### src/rtl/instr_stats_unit.sv
// Instruction-mix statistics: eight live event counters fed by the retiring opcode,
// with sticky overflow flags and an atomic snapshot into shadow registers for readout.
module instr_stats_unit #(
  parameter int WIDTH    = 32,
  parameter bit SATURATE = 1'b0
) (
  input  logic             clk,
  input  logic             rst,
  input  logic             instr_valid,
  input  logic [5:0]       op,
  input  logic             halt,
  input  logic             clr,
  input  logic             snap,
  input  logic [2:0]       rd_sel,
  output logic [WIDTH-1:0] rd_data,
  output logic [7:0]       ovf,
  output logic             snap_done
);

  localparam int NCNT = 8;
  localparam int CYCLES  = 0;
  localparam int RETIRED = 1;
  localparam int CLS_R   = 2;
  localparam int CLS_I   = 3;
  localparam int CLS_J   = 4;
  localparam int CLS_MEM = 5;
  localparam int CLS_BR  = 6;
  localparam int CLS_UNK = 7;
  localparam logic [WIDTH-1:0] ONE = WIDTH'(1);

  logic [WIDTH-1:0] r_live   [NCNT];
  logic [WIDTH-1:0] r_shadow [NCNT];
  logic [7:0]       r_ovf;
  logic             r_snapDone;

  logic       w_isR;
  logic       w_isI;
  logic       w_isJ;
  logic       w_isMem;
  logic       w_isBr;
  logic       w_isUnk;
  logic [7:0] w_inc;

  // MEM and BRANCH opcodes are a subset of the I class; exactly one of R/I/J/UNKNOWN fires.
  always_comb begin
    w_isR   = 1'b0;
    w_isI   = 1'b0;
    w_isJ   = 1'b0;
    w_isMem = 1'b0;
    w_isBr  = 1'b0;
    w_isUnk = 1'b0;
    case (op)
      6'b000000: w_isR = 1'b1;
      6'b000010, 6'b000011: w_isJ = 1'b1;
      6'b100011, 6'b101011: begin
        w_isI   = 1'b1;
        w_isMem = 1'b1;
      end
      6'b000100, 6'b000101: begin
        w_isI  = 1'b1;
        w_isBr = 1'b1;
      end
      6'b001000, 6'b001001, 6'b001010, 6'b001011,
      6'b001100, 6'b001101, 6'b001111: w_isI = 1'b1;
      default: w_isUnk = 1'b1;
    endcase
  end

  always_comb begin
    w_inc          = 8'd0;
    w_inc[CYCLES]  = !halt;
    w_inc[RETIRED] = !halt && instr_valid;
    w_inc[CLS_R]   = !halt && instr_valid && w_isR;
    w_inc[CLS_I]   = !halt && instr_valid && w_isI;
    w_inc[CLS_J]   = !halt && instr_valid && w_isJ;
    w_inc[CLS_MEM] = !halt && instr_valid && w_isMem;
    w_inc[CLS_BR]  = !halt && instr_valid && w_isBr;
    w_inc[CLS_UNK] = !halt && instr_valid && w_isUnk;
  end

  // Shadow capture reads the pre-edge live value, so snap+clr is an atomic read-and-clear.
  always_ff @(posedge clk or posedge rst) begin
    if (rst) begin
      for (int i = 0; i < NCNT; i++) begin
        r_live[i]   <= '0;
        r_shadow[i] <= '0;
      end
      r_ovf      <= 8'd0;
      r_snapDone <= 1'b0;
    end else begin
      r_snapDone <= snap;
      for (int i = 0; i < NCNT; i++) begin
        if (snap) begin
          r_shadow[i] <= r_live[i];
        end
        if (clr) begin
          r_live[i] <= '0;
          r_ovf[i]  <= 1'b0;
        end else if (w_inc[i]) begin
          if (r_live[i] == '1) begin
            r_ovf[i]  <= 1'b1;
            r_live[i] <= SATURATE ? r_live[i] : '0;
          end else begin
            r_live[i] <= r_live[i] + ONE;
          end
        end
      end
    end
  end

  assign rd_data   = r_shadow[rd_sel];
  assign ovf       = r_ovf;
  assign snap_done = r_snapDone;

endmodule

### config.mk
export PLATFORM = sky130hd
export DESIGN_NAME = instr_stats_unit
export DESIGN_NICKNAME = d
export VERILOG_FILES = /design/src/rtl/instr_stats_unit.sv
export SDC_FILE = /design/constraint.sdc
export NUM_CORES = 1
export LEC_CHECK = 0
export CAP_MARGIN = 0
export CELL_PAD_IN_SITES_DETAIL_PLACEMENT = 1
export CELL_PAD_IN_SITES_GLOBAL_PLACEMENT = 2
export CORE_UTILIZATION = 30
export DETAILED_ROUTE_END_ITERATION = 16
export DONT_BUFFER_PORTS = 1
export PLACE_DENSITY = 0.55
export SLEW_MARGIN = 0
export SYNTH_ARGS = -nofsm -noshare
export SYNTH_HDL_FRONTEND = slang
export SYNTH_SLANG_ARGS = --single-unit
export TNS_END_PERCENT = 30
### constraint.sdc
create_clock -name clk -period 47.3 [get_ports clk]
set_clock_uncertainty 0.2 [all_clocks]
set_input_delay 4.73 -clock clk [delete_from_list [all_inputs] [get_ports clk]]
set_output_delay 4.73 -clock clk [all_outputs]
set_load 0.02 [all_outputs]
==> results of run 1 <==
==> synth_stat cells, types with 12 or more instances <==
library cell,number,area share
nor3_1,54,0.011
nand3_1,102,0.020
nor4_1,38,0.0094
mux4_2,64,0.057
and4_1,27,0.0093
inv_1,34,0.0050
clkbuf_1,79,0.012
buf_1,12,0.0018
a21oi_1,54,0.011
nand4_1,98,0.024
o211ai_1,13,0.0038
o31ai_1,33,0.0098
buf_2,15,0.0030
dfrtp_1,521,0.51
o21ai_0,47,0.0093
nand2_1,115,0.017
nor2_1,193,0.029
a31oi_1,15,0.0037
mux2_2,289,0.13
or4_1,37,0.011
xor2_1,49,0.017
xnor2_1,106,0.037
and3_1,29,0.0071
or3_1,30,0.0074
==> how the worst max path moves through the flow <==
stage | from | end | slack, ns
final | rd_sel[0] | rd_data[18] | 36.64
after global routing | rd_sel[0] | rd_data[20] | 36.64
after CTS | rd_sel[0] | rd_data[20] | 36.68
after detailed placement | rd_sel[0] | rd_data[18] | 36.67
after global placement | rd_sel[0] | rd_data[20] | 36.69
after floorplan | rst | ovf[0] | 27.82
==> kinds of logic after synthesis <==
kind of cell,after synthesis
AO/OA/AOI/OAI,204
adder cells (fa/ha/maj),8
buffers and inverters,143
flip-flops,521
AND/OR/NAND/NOR,801
multiplexers,355
XOR/XNOR,155
==> sequential cells by signal (all words and copies together) (netlist names) <==
signal and flops:
r_shadow 256, snap_done 1, r_live 256, ovf 8
==> power breakdown <==
group / internal [mW] / switching, mW / total, mW
combinational: 0.0133 / 0.0240 / 0.0372
sequential: 0.451 / 0.00880 / 0.460
clock: 0.305 / 0.205 / 0.510
==> routing by layer <==
layer / wire (um) / share of wire / track usage
met2: 37600 / 0.43 / 0.303
met1: 42300 / 0.49 / 0.304
met4: 2200 / 0.025 / 0.0545
met5: 0 / 0 / 0
met3: 4500 / 0.052 / 0.0472
==> cells in the final DEF (no fill, tap or decap), drive strengths merged, types with 64 or more instances in the layout <==
| master | synthesis | layout |
|---|---|---|
| nand4 | 99 | 99 |
| dfrtp | 521 | 521 |
| mux4 | 64 | 64 |
| nand3 | 102 | 102 |
| clkbuf | 79 | 97 |
| xnor2 | 106 | 106 |
| nor2 | 194 | 194 |
| mux2 | 289 | 289 |
| nand2 | 115 | 115 |
==> area by class of cell <==
cell class | count | area [um^2]
Inverter | 34 | 135
Clock buffer | 97 | 1920
Multi-Input combinational cell | 1523 | 11800
Sequential cell | 521 | 13000
Tap cell | 1134 | 1420
Timing Repair Buffer | 30 | 225
Fill cell | 8987 | 54900
Clock inverter | 20 | 254
==> per-stage QoR <==
stage / instance area, um^2 / hold WS, ns / cells / util / setup WS, ns
after floorplan: 25400 / 0.275 / 2187 / - / 27.82
after detailed placement: 26600 / 0.291 / 3242 / 0.318 / 36.67
after global routing: 28800 / 0.318 / 3359 / 0.344 / 36.64
after global placement: 26600 / 0.287 / 3242 / 0.318 / 36.69
after CTS: 28800 / 0.305 / 3359 / 0.344 / 36.68
final: 28800 / 0.304 / 3359 / 0.344 / 36.64
==> flow_metrics.env, run 1 <==
export IMPL_wire_per_inst_um=25.8
export IMPL_fin_crit_ns=10.66
export IMPL_drv_cap=0
export IMPL_row_count=106
export IMPL_synth_compound_area_frac=0.0507
export IMPL_design_core_area_mm2=0.0837
export IMPL_yosysWarningCount=0
export IMPL_die_x_um=293
export IMPL_hpwl_mm=63.1
export IMPL_critical_path_max_stage_delay_ns=0.52
export IMPL_die_h_um=293
export IMPL_cts_tree="done"
export IMPL_slew_headroom=0.113
export IMPL_worstPathArrival_ns=5.73
export IMPL_vdd_drop_max_mv=0.0234
export IMPL_reg2regPathDepth=6
export IMPL_initial_utilization=0.303
export IMPL_antenna_found_initial=1
export IMPL_dieArea_mm2=0.0858
export IMPL_dr_pass1_iters=5
export IMPL_r2r_setup_slack_ns=43.31
export IMPL_grt_pass1_vias=18643
export IMPL_hold_viol_final=0
export IMPL_overflow=0
export IMPL_ant_nets=0
export IMPL_clk_pin_slew_ns=0.06
export IMPL_clock_root_buffer="clkbuf_16"
export IMPL_muxShareOfSynthArea=0.186
export IMPL_status="completed"
export IMPL_drive_above_1_share=0.234
export IMPL_crit_chain="mux4_2 > mux2_2"
export IMPL_io_buffers=0
export IMPL_grt_pass1_wl_mm=131
export IMPL_holdBufCountCts=0
export IMPL_worstHoldStart="r_shadow[177]"
export IMPL_critPathKind="input port to primary output"
export IMPL_htreeDepth=3
export IMPL_timing_fmax_mhz=93.8
export IMPL_p_leak_nw=12.1
export IMPL_syn_area_mm2=0.0254
export IMPL_synthAdderAreaFrac=0.00394
export IMPL_synth_simple_area_share=0.170
export IMPL_diodes=0
export IMPL_dr_first_iter_drc_count=983
export IMPL_synth_fp_nets=2210
export IMPL_synth_cells=2187
export IMPL_io_pins=56
export IMPL_finalCritPeriodShare=0.225
export IMPL_hold_path_endpoint="r_shadow[177]"
export IMPL_crit_path_end_kind="primary output"
export IMPL_cts_sinks=521
export IMPL_totalWireLength_mm=86.6
export IMPL_track_usage=0.207
export IMPL_cts_buffer_depth=3
export IMPL_drc=0
export IMPL_cts_setup_buffers=0
export IMPL_finalMaxSlewViolations=0
export IMPL_cp_slowest_cell="mux4_2"
export IMPL_synth_main_ff_cell="dfrtp_1"
export IMPL_ys_seq_area_frac=0.513
export IMPL_synth_top_family_by_area="multiplexers"
export IMPL_async_flop_share=1.00
export IMPL_synth_xor_area_frac=0.0535
export IMPL_ys_types=64
export IMPL_cpLargestDelayFamily="multiplexers"
export IMPL_cp_data_required_time_ns=42.37
export IMPL_cp_max_fo=64
export IMPL_synth_avg_cell_area_um2=11.6
export IMPL_hp_class="flop to flop"
export IMPL_p_total_mw=1.01
export IMPL_syn_to_final_growth_pct=13.4
export IMPL_cts_resized=0
export IMPL_cts_buffers_inserted=66
export IMPL_rsz0062_at_grt="no"
export IMPL_grt_max_degree=258
export IMPL_vias_per_cell=5.39
export IMPL_power_density_mw_per_mm2=35.0
export IMPL_r2r_start="r_live[64]"
export IMPL_gp_congestion=0.826
export IMPL_worstSkewPairLatency_ns=0.62
export IMPL_setup_violations=0
export IMPL_synth_seq_cells=521
export IMPL_worstReg2RegEnd="r_live[88]"
export IMPL_cp_num_buf_inv=0
export IMPL_crit_path_start_kind="input port"
export IMPL_tightest_slew_ns=1.32
export IMPL_via_count=18097
export IMPL_worstHoldPathCells=1
export IMPL_tns_ns=0
export IMPL_synth_edf_count=0
export IMPL_cp_num_cells=2
export IMPL_nets=2199
No activity file was read; power rests on OpenSTA's default activity.
==> inputs of run 2 (changes only) <==
- PLACE_DENSITY: 0.55 -> 0.57
- clock period: 47.3 -> 9.39 ns (I/O delays scaled with it)
==> run 2 against run 1 <==
The run now ends with max-slew violations left. Combinational power rose to 5.2 times the previous value. Sequential share of layout area down 0.061 points. Sequential cell count unchanged. Via count down 1.2%. Worst hold slack worse by 0.13 ns. Register-to-register slack worse by 38 ns. Core utilization about the same. Critical endpoint is now r_live[86].
==> flow_metrics.env, run 2 (same netlist as run 1, synthesis figures left out) <==
export IMPL_io_buffers=0
export IMPL_layout_common_cells="dfrtp_1, mux2_2, nor2_1, nand2_1, xnor2_1"
export IMPL_cts_buffer_depth=3
export IMPL_vias_per_cell=5.33
export IMPL_gp_congestion=0.778
export IMPL_clk_pin_slew_ns=0.06
export IMPL_clock_root_buffer="clkbuf_16"
export IMPL_syn_to_final_growth_pct=13.6
export IMPL_cp_data_required_time_ns=9.59
export IMPL_cp_max_fo=29
export IMPL_holdBufCountCts=0
export IMPL_finalMaxSlewViolations=63
export IMPL_p_leak_nw=12.1
export IMPL_wire_per_inst_um=24.7
export IMPL_setup_violations=0
export IMPL_track_usage=0.196
export IMPL_grt_pass1_vias=18491
export IMPL_io_pins=56
export IMPL_design_core_area_mm2=0.0837
export IMPL_tightest_slew_ns=1.60
export IMPL_fin_crit_ns=3.94
export IMPL_finalCritPeriodShare=0.420
export IMPL_grt_pass1_wl_mm=126
export IMPL_row_count=106
export IMPL_cts_resized=0
export IMPL_via_count=17881
export IMPL_overflow=0
export IMPL_worstSkewPairLatency_ns=0.59
export IMPL_dr_pass1_iters=5
export IMPL_htreeDepth=3
export IMPL_cts_buffers_inserted=67
export IMPL_cts_setup_buffers=0
export IMPL_ant_nets=0
export IMPL_nets=2195
export IMPL_crit_path_end_kind="flop"
export IMPL_hold_viol_final=0
export IMPL_die_h_um=293
export IMPL_power_density_mw_per_mm2=177
export IMPL_grt_max_degree=258
export IMPL_drc=0
export IMPL_critPathKind="flop to flop"
export IMPL_hpwl_mm=57.6
export IMPL_crit_path_start_kind="flop"
export IMPL_hold_slack_ns=0.177
export IMPL_status="finished with violations"
export IMPL_dr_first_iter_drc_count=1240
export IMPL_slew_headroom=-0.0662
export IMPL_worstPathArrival_ns=4.14
export IMPL_layout_commonest_cell="dfrtp_1"
export IMPL_cts_sinks=521
export IMPL_vdd_drop_max_mv=0.104
export IMPL_totalWireLength_mm=82.8
export IMPL_timing_fmax_mhz=254
export IMPL_drv_cap=0
export IMPL_r2r_setup_slack_ns=5.45
export IMPL_drive_above_1_share=0.232
export IMPL_tns_ns=0
export IMPL_hp_class="input port to flop"
export IMPL_violations="max-slew violations"
export IMPL_rsz0062_at_grt="no"
export IMPL_antenna_found_initial=3
export IMPL_dieArea_mm2=0.0858
export IMPL_initial_utilization=0.303
export IMPL_die_x_um=293
export IMPL_cts_tree="done"
[run 2: worst max-delay path, stage by stage (launching register included)]
cell	delay (ns)
dfrtp_1	0.41
ha_1	0.20
nand2_1	0.19
or4_1	0.76
nor4_2	0.83
a21o_1	1.00
nor2_1	0.13
[run 2: per-stage QoR]
| stage | cell area, um^2 | std cells | util | total power [mW] | worst slack, ns |
|---|---|---|---|---|---|
| after floorplan | 25400 | 2187 | - | 2.51 | 1.17 |
| after global placement | 26600 | 3237 | 0.318 | 2.54 | 5.52 |
| after detailed placement | 26600 | 3237 | 0.318 | 2.55 | 5.45 |
| after CTS | 28800 | 3353 | 0.345 | 5.21 | 5.42 |
| after global routing | 28800 | 3353 | 0.345 | 5.30 | 5.22 |
| final | 28800 | 3355 | 0.345 | 5.11 | 5.45 |
[run 2: final timing paths]
kind	cells after the start	startpoint	to
hold reg to reg	1	r_shadow[40]	r_shadow[40]
setup / recovery	6	r_live[64]	r_live[86]
hold / removal	0	snap	snap_done
setup reg to reg	6	r_live[64]	r_live[86]
min in group asynchronous	2	rst	r_shadow[153]
max in group asynchronous	3	rst	r_live[32]
[run 2: per-layer routing]
layer,track usage,share of wire,vias up,wire length [um]
li1,-,-,8064,-
met1,0.298,0.50,9412,41600
met2,0.273,0.42,313,34600
met3,0.0455,0.057,92,4690
met4,0.0554,0.023,0,1910
met5,0,0,-,0
[run 2: cell type report]
class                      instances  area (um^2)
antenna                            2         5.00
fill                            8992        54900
tap                             1134         1420
sequential                       521        13000
clock inverter                    16          219
multi-input combinational       1523        11800
timing repair buffer              25          225
clock buffer                     100         1980
inverter                          34          131
[run 2: report_power, final]
part,switching (mW),total [mW],internal (mW)
combinational,0.123,0.192,0.0694
sequential,0.0387,2.31,2.27
clock,1.01,2.60,1.59
total,1.17,5.11,3.94
